<file path="config.mk">
export PLATFORM = sky130hd
export DESIGN_NAME = instruction_queue_flat
export DESIGN_NICKNAME = d
export VERILOG_FILES = /design/src/rtl/instruction_queue_if.sv /design/src/rtl/instruction_queue.sv /design/src/flat_wrapper.sv
export SDC_FILE = /design/constraint.sdc
export NUM_CORES = 1
export LEC_CHECK = 0
export ABC_AREA = 1
export BUFFER_PORTS_ARGS = -buffer_cell sky130_fd_sc_hd__buf_2
export CORE_MARGIN = 10
export CORE_UTILIZATION = 60
export CTS_BUF_LIST = sky130_fd_sc_hd__clkbuf_4 sky130_fd_sc_hd__clkbuf_8 sky130_fd_sc_hd__clkbuf_16
export DETAILED_ROUTE_END_ITERATION = 10
export PLACE_DENSITY_LB_ADDON = 0.15
export SYNTH_ARGS = -nofsm -noshare
export SYNTH_HDL_FRONTEND = slang
export SYNTH_SLANG_ARGS = --single-unit
</file>
<file path="constraint.sdc">
create_clock -name clock -period 2.6 [get_ports clock]
set_clock_uncertainty 0.2 [all_clocks]
set_input_delay 0.26 -clock clock [delete_from_list [all_inputs] [get_ports clock]]
set_output_delay 0.26 -clock clock [all_outputs]
set_load 0.005 [all_outputs]
</file>
<file path="src/rtl/instruction_queue_if.sv">
// instruction_queue_if: in-order issue handshake between the fetch queue and the dispatcher.
interface instruction_queue_if #(
  parameter int IW   = 16,
  parameter int PC_W = 8
);
  logic            issue_ready;
  logic            inst_valid;
  logic [IW-1:0]   inst_out;
  logic [PC_W-1:0] inst_pc;
  modport master (output inst_valid, inst_out, inst_pc, input issue_ready);
  modport slave  (input inst_valid, inst_out, inst_pc, output issue_ready);
endinterface

</file>
<file path="src/rtl/instruction_queue.sv">
// instruction_queue: program store plus DEPTH-entry fetch FIFO issuing PC-tagged words in order.
// Optional INSTQ_PERF_EN adds a saturating stall_cycles counter.
module instruction_queue #(
  parameter int IW         = 16,
  parameter int DEPTH      = 8,
  parameter int PC_W       = 8,
  parameter int PROG_WORDS = 10,
  parameter logic [IW*PROG_WORDS-1:0] PROG_IMAGE = {
    16'h3204, 16'h3306, 16'h1313, 16'h2504, 16'h3104,
    16'h1142, 16'h0132, 16'h2306, 16'h1531, 16'h0312},
  localparam int CW = $clog2(DEPTH+1),
  localparam int AW = $clog2(DEPTH)
) (
  input  logic            clock,
  input  logic            reset_n,
  instruction_queue_if.master iq,
  input  logic            flush,
  input  logic [PC_W-1:0] flush_pc,
  output logic [CW-1:0]   count,
  output logic            empty,
  output logic            full,
  output logic            halted
`ifdef INSTQ_PERF_EN
  ,
  output logic [15:0]     stall_cycles
`endif
);
  logic [IW-1:0]      prog [2**PC_W];
  logic [IW+PC_W-1:0] mem  [DEPTH];
  logic [AW-1:0]      head, tail;
  logic [PC_W-1:0]    fetch_pc;
  logic               fetch_done, push, pop;
  // Program image is a constant table; addresses past the program read as zero and are never fetched.
  for (genvar g = 0; g < 2**PC_W; g++) begin : g_prog
    if (g < PROG_WORDS) begin : g_w
      assign prog[g] = PROG_IMAGE[g*IW +: IW];
    end else begin : g_z
      assign prog[g] = '0;
    end
  end
  assign empty          = count == '0;
  assign full           = count == CW'(DEPTH);
  assign halted         = fetch_done && empty;
  assign iq.inst_valid  = !empty;
  assign {iq.inst_out, iq.inst_pc} = mem[head];
  assign pop  = iq.inst_valid && iq.issue_ready;
  assign push = !fetch_done && (!full || pop);
  always_ff @(posedge clock)
    if (push && !flush) mem[tail] <= {prog[fetch_pc], fetch_pc};
  always_ff @(posedge clock or negedge reset_n)
    if (!reset_n) begin
      head       <= '0;
      tail       <= '0;
      count      <= '0;
      fetch_pc   <= '0;
      fetch_done <= PROG_WORDS == 0;
    end else if (flush) begin
      head       <= '0;
      tail       <= '0;
      count      <= '0;
      fetch_pc   <= flush_pc;
      fetch_done <= 32'(flush_pc) >= PROG_WORDS;
    end else begin
      if (push) begin
        tail       <= tail + AW'(1);
        fetch_pc   <= fetch_pc + PC_W'(1);
        fetch_done <= fetch_pc == PC_W'(PROG_WORDS-1);
      end
      if (pop) head <= head + AW'(1);
      count <= (push && !pop) ? count + CW'(1) : (pop && !push) ? count - CW'(1) : count;
    end
`ifdef INSTQ_PERF_EN
  always_ff @(posedge clock or negedge reset_n)
    if (!reset_n) stall_cycles <= '0;
    else if (iq.issue_ready && !iq.inst_valid && !halted && !flush && stall_cycles != 16'hFFFF)
      stall_cycles <= stall_cycles + 16'd1;
`endif
endmodule

</file>
<file path="src/flat_wrapper.sv">
// flat-port wrapper written by rule: the top's interface ports become plain ports
module instruction_queue_flat 
#(
  parameter int IW         = 16,
  parameter int DEPTH      = 8,
  parameter int PC_W       = 8,
  parameter int PROG_WORDS = 10,
  parameter logic [IW*PROG_WORDS-1:0] PROG_IMAGE = {
    16'h3204, 16'h3306, 16'h1313, 16'h2504, 16'h3104,
    16'h1142, 16'h0132, 16'h2306, 16'h1531, 16'h0312},
  localparam int CW = $clog2(DEPTH+1),
  localparam int AW = $clog2(DEPTH)
)
  (clock, reset_n, flush, flush_pc, count, empty, full, halted, iq_inst_valid, iq_inst_out, iq_inst_pc, iq_issue_ready);
  instruction_queue_if #(.IW(IW), .PC_W(PC_W)) iq_i ();
  input  logic clock;
  input  logic reset_n;
  input  logic flush;
  input  logic [PC_W-1:0] flush_pc;
  output logic [CW-1:0] count;
  output logic empty;
  output logic full;
  output logic halted;
  output wire logic [$bits(iq_i.inst_valid)-1:0] iq_inst_valid;
  output wire logic [$bits(iq_i.inst_out)-1:0] iq_inst_out;
  output wire logic [$bits(iq_i.inst_pc)-1:0] iq_inst_pc;
  input wire logic [$bits(iq_i.issue_ready)-1:0] iq_issue_ready;
  assign iq_inst_valid = iq_i.inst_valid;
  assign iq_inst_out = iq_i.inst_out;
  assign iq_inst_pc = iq_i.inst_pc;
  assign iq_i.issue_ready = iq_issue_ready;
  instruction_queue #(.IW(IW), .DEPTH(DEPTH), .PC_W(PC_W), .PROG_WORDS(PROG_WORDS), .PROG_IMAGE(PROG_IMAGE)) u_core (.clock(clock), .reset_n(reset_n), .iq(iq_i), .flush(flush), .flush_pc(flush_pc), .count(count), .empty(empty), .full(full), .halted(halted));
endmodule
</file>
Word level (Yosys, flattened, before mapping). Memory sizes are Yosys's and may differ from the RTL's. Index checks and enable logic that the tools add are counted.

RAM bits: 192. Memories: 2. Word-level logic and storage cells: 49. ROM bits: 4096. Input port bits: 12. Register bits: 19. Output and inout port bits: 32.

Multiplexer cells: 15. Bitwise logic cells: 1. Reductions and logical operators: 17. Magnitude comparators: 2. Equal/unequal tests: 2. Add/sub/neg operators: 5.

Memories: (no name shown) (depth 256, width 16, read ports 1, clocked after memory_dff 0, write ports 0, RTL line instruction_queue.sv:49) `if (push && !flush) mem[tail] <= {prog[fetch_pc], fetch_pc};`; u_core.mem (depth 8, width 24, read ports 1, clocked after memory_dff 0, write ports 1, RTL line instruction_queue.sv:29) `logic [IW+PC_W-1:0] mem [DEPTH];`.

Operators with widths (count): $mux 16 (2); $mux 8 (2); $mux 3 (4); $mux 4 (3); $ge 9x9->1 const B (1); $not 8->9 (1); $add 8x1->8 const B (1); $eq 8x4->1 const B (1); $ge 8x4->1 const B (1); $add 3x1->3 const B (2); $logic_and 1x1->1 (6); $logic_not 1->1 (6); $add 4x1->4 const B (1); $eq 4x4->1 const B (1); $logic_not 4->1 (1); $mux 1 (4); $reduce_bool 2->1 (2); $sub 4x1->4 const B (1); $reduce_bool 3->1 (1); $logic_or 1x1->1 (1).

Longest topological paths before layout. Gate-level depths: netlist of run 1.

Depth in word-level cells: 10. Mapped depth: 13. Gate-level depth less buffers: 13.

Worst setup path after synthesis of run 1. No wires, ideal clock.

Path type: register -> register. Start: register u_core.count[3]. End: memory u_core.mem[0][0] (netlist bit), enable pin. Data arrival time: 1.686 ns. Data required time: 2.007 ns. Buffers on the path: 0. Cell stages (with the launch flop): 8. Setup slack: 0.322 ns. Clock period less this slack: 2.278 ns. Library setup time: 0.393 ns. Cell sequence: dfrtp_1 -> inv_2 -> nor2_2 -> nand3_2 -> nand2_4 -> nor2_4 -> nand2_1 -> nor2_1.

Longest elaborated chain between the ends: 8. Elaborated cells on any way between the ends: 10. Classes of those cells: eq/ne: 1; mux: 2; reduce/logical: 7.

Ends and longest elaborated chain: start: declaration (RTL line instruction_queue.sv:19) `output logic [CW-1:0] count,`; start signal: assignment (RTL line instruction_queue.sv:70) `count <= (push && !pop) ? count + CW'(1) : (pop && !push) ? count - CW'(1) : count;`; $logic_not 4->1 (RTL line instruction_queue.sv:41) `assign empty = count == '0;`; $logic_not 1->1 (RTL line instruction_queue.sv:44) `assign iq.inst_valid = !empty;`; $logic_and 1x1->1 (RTL line instruction_queue.sv:46) `assign pop = iq.inst_valid && iq.issue_ready;`; $logic_or 1x1->1 * (RTL line instruction_queue.sv:47) `assign push = !fetch_done && (!full || pop);`; $logic_and 1x1->1 * (RTL line instruction_queue.sv:47); $logic_and 1x1->1 * (RTL line instruction_queue.sv:49); $mux 1 * (RTL line instruction_queue.sv:49); $mux 1 (not written as such) * (RTL line instruction_queue.sv:49); end: declaration (RTL line instruction_queue.sv:29).

Mark *: on every way between the ends. The rest lies on a longest branch, timed or not.

Worst setup path after layout of run 1.
Start: register u_core.head[0]. End: output port iq_inst_out[2].

Longest elaborated chain between the ends: 1.

Ends and longest elaborated chain: start: declaration (RTL line instruction_queue.sv:30) `logic [AW-1:0] head, tail;`; start signal: assignment (RTL line instruction_queue.sv:69) `if (pop) head <= head + AW'(1);`; $mem_v2 8x24; end: declaration (RTL line flat_wrapper.sv:25) `output wire logic [$bits(iq_i.inst_out)-1:0] iq_inst_out;`.

No other way between the ends.

==> reports/qor.yml, run 1 <==
power_and_ir_drop:
  powerDensity_mw_per_mm2: 866
  vdd_drop_max_mv: 0.585
  power_leakage_nw: 3.10
synth:
  postSynth.asyncResetShare_pct: 11.7
  synth_top_cell_area_share_pct: 60.5
  ys_seq_elements: 163
  synth_top_cell_by_area: "edfxtp_1"
  syn_inst: 619
  synth_cell_types: 36
  synth-main-ff-cell: "edfxtp_1"
  synth.area.top_cells: "edfxtp_1 (60%), dfrtp_1 (6.7%), nand2_1 (6.1%)"
  avgSynthCellArea_um2: 11.5
  synth-edff-count: 144
  syn-cell-area_mm2: 0.00715
  yosys_warnings: 0
  ys_seq_area_share_pct: 67.1
timing:
  rsz0062_at_grt: "false"
  hold_ws_ns: 0.0525
  fin_crit_sh_pct: 94.3
  hold_violations: 0
  tightestPinTransition_ns: 0.700
  finalSetupViolCount: 0
  fin_tns_setup_ns: 0
  period_minus_slack_ns: 2.45
  maxSlewHeadroom_pct: 53.0
  timing.final.ws_setup_ns: 0.148
  fmax_ghz: 0.408
  drv_slew: 0
final_layout:
  drive_gt1_share_pct: 15.3
  synthToLayoutAreaGrowth_pct: 13.7
  final_cell_mix: "edfxtp_1 (144), nand2_1 (117), nor2_1 (91)"
  nets: 695
  antenna_cells: 0
  final_common_cell: "edfxtp_1"
  design_area_mm2: 0.00813
die:
  die_area_mm2: 0.0167
  die_h_um: 129
  initial_utilization_pct: 61.8
  die_width_um: 129
  rows: 39
  io_pins: 44
  core_area_mm2: 0.0116
route:
  vias: 4756
  drc: 0
  wl_per_cell_um: 18.2
  dr.pass1.iters: 5
  drtIter0Drc: 451
  final_antenna_net_count: 0
  post_drt_via_cell_ratio: 5.74
  routed_wl_um: 15100
worst_hold_path:
  min_to: "u_core.fetch_pc[7]"
  hold_path_class: "in2reg"
  hold_start: "flush"
  hold_depth: 3
global_routing:
  grt_pass1_wl_um: 24000
  antenna_found_initial: 0
  grt_max_degree: 63
  grt_pass1_vias: 4658
  overflow: 0
  grt_use_total_pct: 18.7
critical_path:
  r2r_slack_ns: 0.32
  crit_arrival_ns: 1.99
  path_max_fanout: 46
  reg2reg_from: "u_core.count[3]"
  critPathRequiredTime_ns: 2.14
  r2r_cells: 13
  cp-start-kind: "flip-flop"
  endpoint_kind: "output pin"
  crit_type: "reg2out"
  r2r-end: "u_core.count[3]"
clocking:
  cts_buffers: 17
  clockBufferDepth: 2
  post_cts_buffers: 0
  clkLatencyLatePin_ns: 0.42
  cts_tree: "built"
  cts-root-buf: "clkbuf_16"
  htree_num_levels: 4
  clk_pin_slew_worst_paths_ns: 0.06
  cts_sinks: 163
run_status:
  status: "finished clean"
placed_design:
  post_dp_cell_area_mm2: 0.00747
  place_ws_ns: 0.371
  port-buffer-count: 38
  hpwl_um: 8940
  place_congestion: 0.826
job:
  maxCapViolCount: 0
## state kept, by name, summed over array words and instances (netlist names)
register / cells
u_core.fetch_done: 1
u_core.fetch_pc: 8
u_core.tail: 3
u_core.head: 3
u_core.count: 4
u_core.mem: 144
## through the flow
step	utilization, %	cells	power (mW)
CTS	70.0	827	7.04
global placement	64.6	786	4.73
finish	70.3	828	7.04
detailed placement	64.6	786	4.78
floorplan	-	623	4.32
global route	70.3	828	7.41
## report_power, final
part / total (mW) / switching (mW) / internal, mW
clock: 2.25 / 0.909 / 1.34
sequential: 3.08 / 0.158 / 2.92
combinational: 1.71 / 1.03 / 0.675
## final cells by class
| type | count | area (um2) |
|---|---|---|
| Inverter | 28 | 108 |
| Multi-Input combinational cell | 398 | 2040 |
| Fill cell | 817 | 3440 |
| Timing Repair Buffer | 65 | 473 |
| Sequential cell | 163 | 4800 |
| Clock buffer | 22 | 463 |
| Clock inverter | 9 | 65.1 |
| Tap cell | 143 | 179 |
## what timing repair did
action | 4_1_cts | 5_1_grt
hold buffers | 10 | 0
resized for setup | 0 | 1
setup endpoints to repair | 0 | 3
hold endpoints to repair | 28 | 0
## critical path, stage by stage (launching register included)
cell	delay, ns
dfrtp_2	0.54
inv_4	0.18
buf_12	0.25
nor2_1	0.07
o22ai_1	0.17
nand2_1	0.08
nand2_1	0.13
buf_2	0.13
## synthesized netlist by cell type, types with 6 or more instances
master	count
o22ai_1	18
nand3_1	18
ha_1	9
o21ai_0	66
nor2_1	93
mux2i_1	18
buf_6	6
clkbuf_1	10
dfrtp_1	19
inv_1	21
edfxtp_1	144
buf_4	11
nand2_1	117
a21oi_1	10
o21ai_1	13
## worst max-delay path by stage
| stage | start | depth (start not counted) | slack (ns) | end |
|---|---|---|---|---|
| 4_1_cts | u_core.head[0] | 7 | 0.09 | iq_inst_out[2] |
| 3_5_place_dp | u_core.count[3] | 13 | 0.37 | u_core.count[3] |
| 5_1_grt | u_core.head[0] | 7 | 0.02 | iq_inst_out[0] |
| 3_3_place_gp | u_core.fetch_pc[1] | 6 | 0.49 | u_core.mem[3][9] |
| 2_1_floorplan | u_core.count[3] | 7 | 0.32 | u_core.mem[0][0] |
| 6_report | u_core.head[0] | 7 | 0.15 | iq_inst_out[2] |
## per-layer routing
layer	part of all wire (%)	GRT usage, %	vias up
li1	-	-	2258
met1	42	23.8	2291
met2	49	29.9	180
met3	6.7	3.79	27
met4	1.9	9.43	0
met5	0	0	-
## logic make-up (layout without fill, tap and decap cells)
logic type | Yosys count | after routing | share of synthesized area [%]
AND/OR/NAND/NOR | 245 | 245 | 14.4
XOR/XNOR | 5 | 5 | 0.613
adder cells (fa/ha/maj) | 10 | 10 | 1.86
AO/OA/AOI/OAI | 115 | 115 | 8.79
flip-flops | 163 | 163 | 67.1
multiplexers | 18 | 18 | 2.52
buffers and inverters | 62 | 124 | 4.62
other | 1 | 5 | 0.0525
Note: power is estimated with default switching activity, not from simulation.
==> run 2, diff against run 1 <==
--- a/config.mk
+++ b/config.mk
@@ -7,8 +7,10 @@
 export LEC_CHECK = 0
 export ABC_AREA = 1
 export BUFFER_PORTS_ARGS = -buffer_cell sky130_fd_sc_hd__buf_2
+export CELL_PAD_IN_SITES_DETAIL_PLACEMENT = 0
+export CELL_PAD_IN_SITES_GLOBAL_PLACEMENT = 1
 export CORE_MARGIN = 10
-export CORE_UTILIZATION = 60
+export CORE_UTILIZATION = 49
 export CTS_BUF_LIST = sky130_fd_sc_hd__clkbuf_4 sky130_fd_sc_hd__clkbuf_8 sky130_fd_sc_hd__clkbuf_16
 export DETAILED_ROUTE_END_ITERATION = 10
 export PLACE_DENSITY_LB_ADDON = 0.15
==> reports/qor.yml, run 2 (same netlist as run 1, synthesis figures left out) <==
die:
  initial_utilization_pct: 49.6  # -12 points
  core_area_mm2: 0.0144  # +25%
  io_pins: 44  # unchanged
  die_h_um: 141  # +9.0%
  die_area_mm2: 0.0198  # +19%
  rows: 44  # +13%
  die_width_um: 141  # +9.0%
timing:
  finalSetupViolCount: 0  # unchanged
  tightestPinTransition_ns: 0.628  # -0.0719 ns
  fmax_ghz: 0.425  # +4.3%
  drv_slew: 0  # unchanged
  rsz0062_at_grt: "false"
  maxSlewHeadroom_pct: 57.9  # +4.9 points
  fin_tns_setup_ns: 0  # unchanged
  period_minus_slack_ns: 2.35  # -0.101 ns
  fin_crit_sh_pct: 90.4  # -3.9 points
  hold_violations: 0  # unchanged
critical_path:
  cp-start-kind: "flip-flop"
  crit_arrival_ns: 1.89  # -0.10 ns
  r2r_slack_ns: 0.31  # about the same
  r2r-end: "u_core.mem[7][9]"
  reg2reg_from: "u_core.fetch_pc[0]"
  crit_type: "reg2out"
  path_max_fanout: 24  # -48%
  crit_chain: "buf_4, o21ai_0, o22ai_1, nand2_1, nand2_1, buf_2"
  slowest_delay_ns: 0.59  # +0.05 ns
  critPathRequiredTime_ns: 2.14  # about the same
  cp_slowest_cell: "dfrtp_4"
  r2r_cells: 6  # -7
  endpoint_kind: "output pin"
  cpMostUsedCell: "nand2_1"
power_and_ir_drop:
  powerDensity_mw_per_mm2: 889  # +2.6%
  p_switching_mw: 2.15  # +2.1%
  p_sw_share_pct: 29.2  # -0.67 points
  clkPwrFrac_pct: 35.3  # +3.3 points
  finalPower_mw: 7.35  # +4.5%
  vdd_drop_max_mv: 0.584  # -0.20%
  power_leakage_nw: 3.15  # +1.6%
  p_seq_share_pct: 41.5  # -2.2 points
  pwr-share-comb_pct: 23.2  # -1.1 points
  intPower_mw: 5.21  # +5.5%
clocking:
  htree_num_levels: 4  # unchanged
  clockBufferDepth: 2  # unchanged
  clk_pin_slew_worst_paths_ns: 0.06  # about the same
  cts_tree: "built"
  cts-root-buf: "clkbuf_16"
  cts_sinks: 163  # unchanged
  cts_buffers: 17  # unchanged
  clkLatencyLatePin_ns: 0.42  # about the same
  post_cts_buffers: 0  # unchanged
route:
  met2_length_um: 7460  # +0.92%
  post_drt_via_cell_ratio: 5.36  # -6.8%
  met3_length_um: 853  # -16%
  drc: 0  # unchanged
  drtIter0Drc: 361  # -20%
  wl_per_cell_um: 17.4  # -4.3%
  routed_wl_um: 15200  # +0.93%
  wl_met1_um: 6700  # +4.6%
  routed.top_layer: "met4"
  dr.pass1.iters: 5  # unchanged
  vias: 4676  # -1.7%
  final_antenna_net_count: 0  # unchanged
worst_hold_path:
  hold_start: "flush"
  hold_depth: 2  # -1
  min_to: "u_core.head[1]"
  hold_path_class: "in2reg"
final_layout:
  antenna_cells: 0  # unchanged
  design_area_mm2: 0.00827  # +1.8%
  final_cell_mix: "edfxtp_1 (144), nand2_1 (117), nor2_1 (93)"
  largest_reg_flops: 144  # unchanged
  synthToLayoutAreaGrowth_pct: 15.8
  final_common_cell: "edfxtp_1"
  nets: 698  # +0.43%
  reg_top3: "u_core.mem x144, u_core.fetch_pc x8, u_core.count x4"
  instances_no_fill: 873  # +5.4%
  drive_gt1_share_pct: 16.0  # +0.64 points
  top_register: "u_core.mem"
global_routing:
  grt_pass1_vias: 4707  # +1.1%
  overflow: 0  # unchanged
  grt_use_total_pct: 15.6  # -3.1 points
  antenna_found_initial: 0  # unchanged
  grt_pass1_wl_um: 24300  # +1.1%
  grt_max_degree: 73  # +16%
placed_design:
  dp_cells: 831  # +5.7%
  port-buffer-count: 38  # unchanged
  place_congestion: 0.885  # +7.2%
  hpwl_um: 9410  # +5.2%
  post_dp_cell_area_mm2: 0.00755  # +1.0%
run_status:
  status: "finished clean"
job:
  maxCapViolCount: 0  # unchanged
## run 2: cell count changes in the layout (fill, tap and decap cells not counted), sizes merged
cell,delta
buf,+4
clkbuf,-4
bufinv,+3
inv,+2
clkinv,-1
## run 2: critical path, delay by kind of cell (launching register included)
| kind | cells | cell delay (ns) |
|---|---|---|
| buffers and inverters | 2 | 0.41 |
| DFF | 1 | 0.59 |
| and+or+nand+nor | 2 | 0.14 |
| AOI/OAI and AO/OA | 2 | 0.33 |
## run 2: power groups by stage
stage | Clock, mW | Sequential [mW] | Combinational, mW
final | 2.60 | 3.05 | 1.71
after global routing | 2.75 | 3.06 | 1.94
after CTS | 2.64 | 3.04 | 1.74
after detailed placement | 0 | 3.10 | 1.72
after global placement | 0 | 3.09 | 1.69
after floorplan | 0 | 3.04 | 1.28
## run 2: per-layer routing
metal / GRT usage, % / vias to the layer above
met1: 19.5 / 2273
met2: 25.4 / 113
met5: 0 / -
li1: - / 2274
met4: 6.25 / 0
met3: 3.66 / 16
## run 2: per-stage QoR
stage	hold slack (ns)	util, %	worst slack (ns)
after floorplan	-0.236	-	0.322
after global placement	0.0344	52.3	0.314
after detailed placement	0.0423	52.3	0.338
after CTS	0.0144	57.3	0.142
after global routing	0.0541	57.4	0.0892
final	0.0180	57.4	0.248
## run 2: what timing repair did
item | CTS | global route
hold buffers | 10 | 0
hold endpoints to repair | 28 | 0
resized for setup | 0 | 1
endpoints found under the setup margin | 0 | 1
## run 2: area by class of cell
| class | count | area [um2] |
|---|---|---|
| fillers | 1199 | 6150 |
| flip-flops and latches | 163 | 4800 |
| multi-input cells | 398 | 2030 |
| repair buffers | 68 | 478 |
| clock buffers | 19 | 440 |
| well taps | 184 | 230 |
| clock inverters | 13 | 183 |
| inverters | 28 | 105 |
## run 2: worst max-delay path by stage
stage / startpoint / to / cells after the start / slack (ns)
CTS: u_core.head[1] / iq_inst_out[6] / 6 / 0.14
detailed placement: u_core.fetch_pc[0] / u_core.mem[7][9] / 6 / 0.34
finish: u_core.head[1] / iq_inst_out[6] / 6 / 0.25
floorplan: u_core.count[3] / u_core.mem[0][0] / 7 / 0.32
global route: u_core.head[1] / iq_inst_out[6] / 6 / 0.09
global placement: u_core.fetch_pc[0] / u_core.mem[4][9] / 6 / 0.31
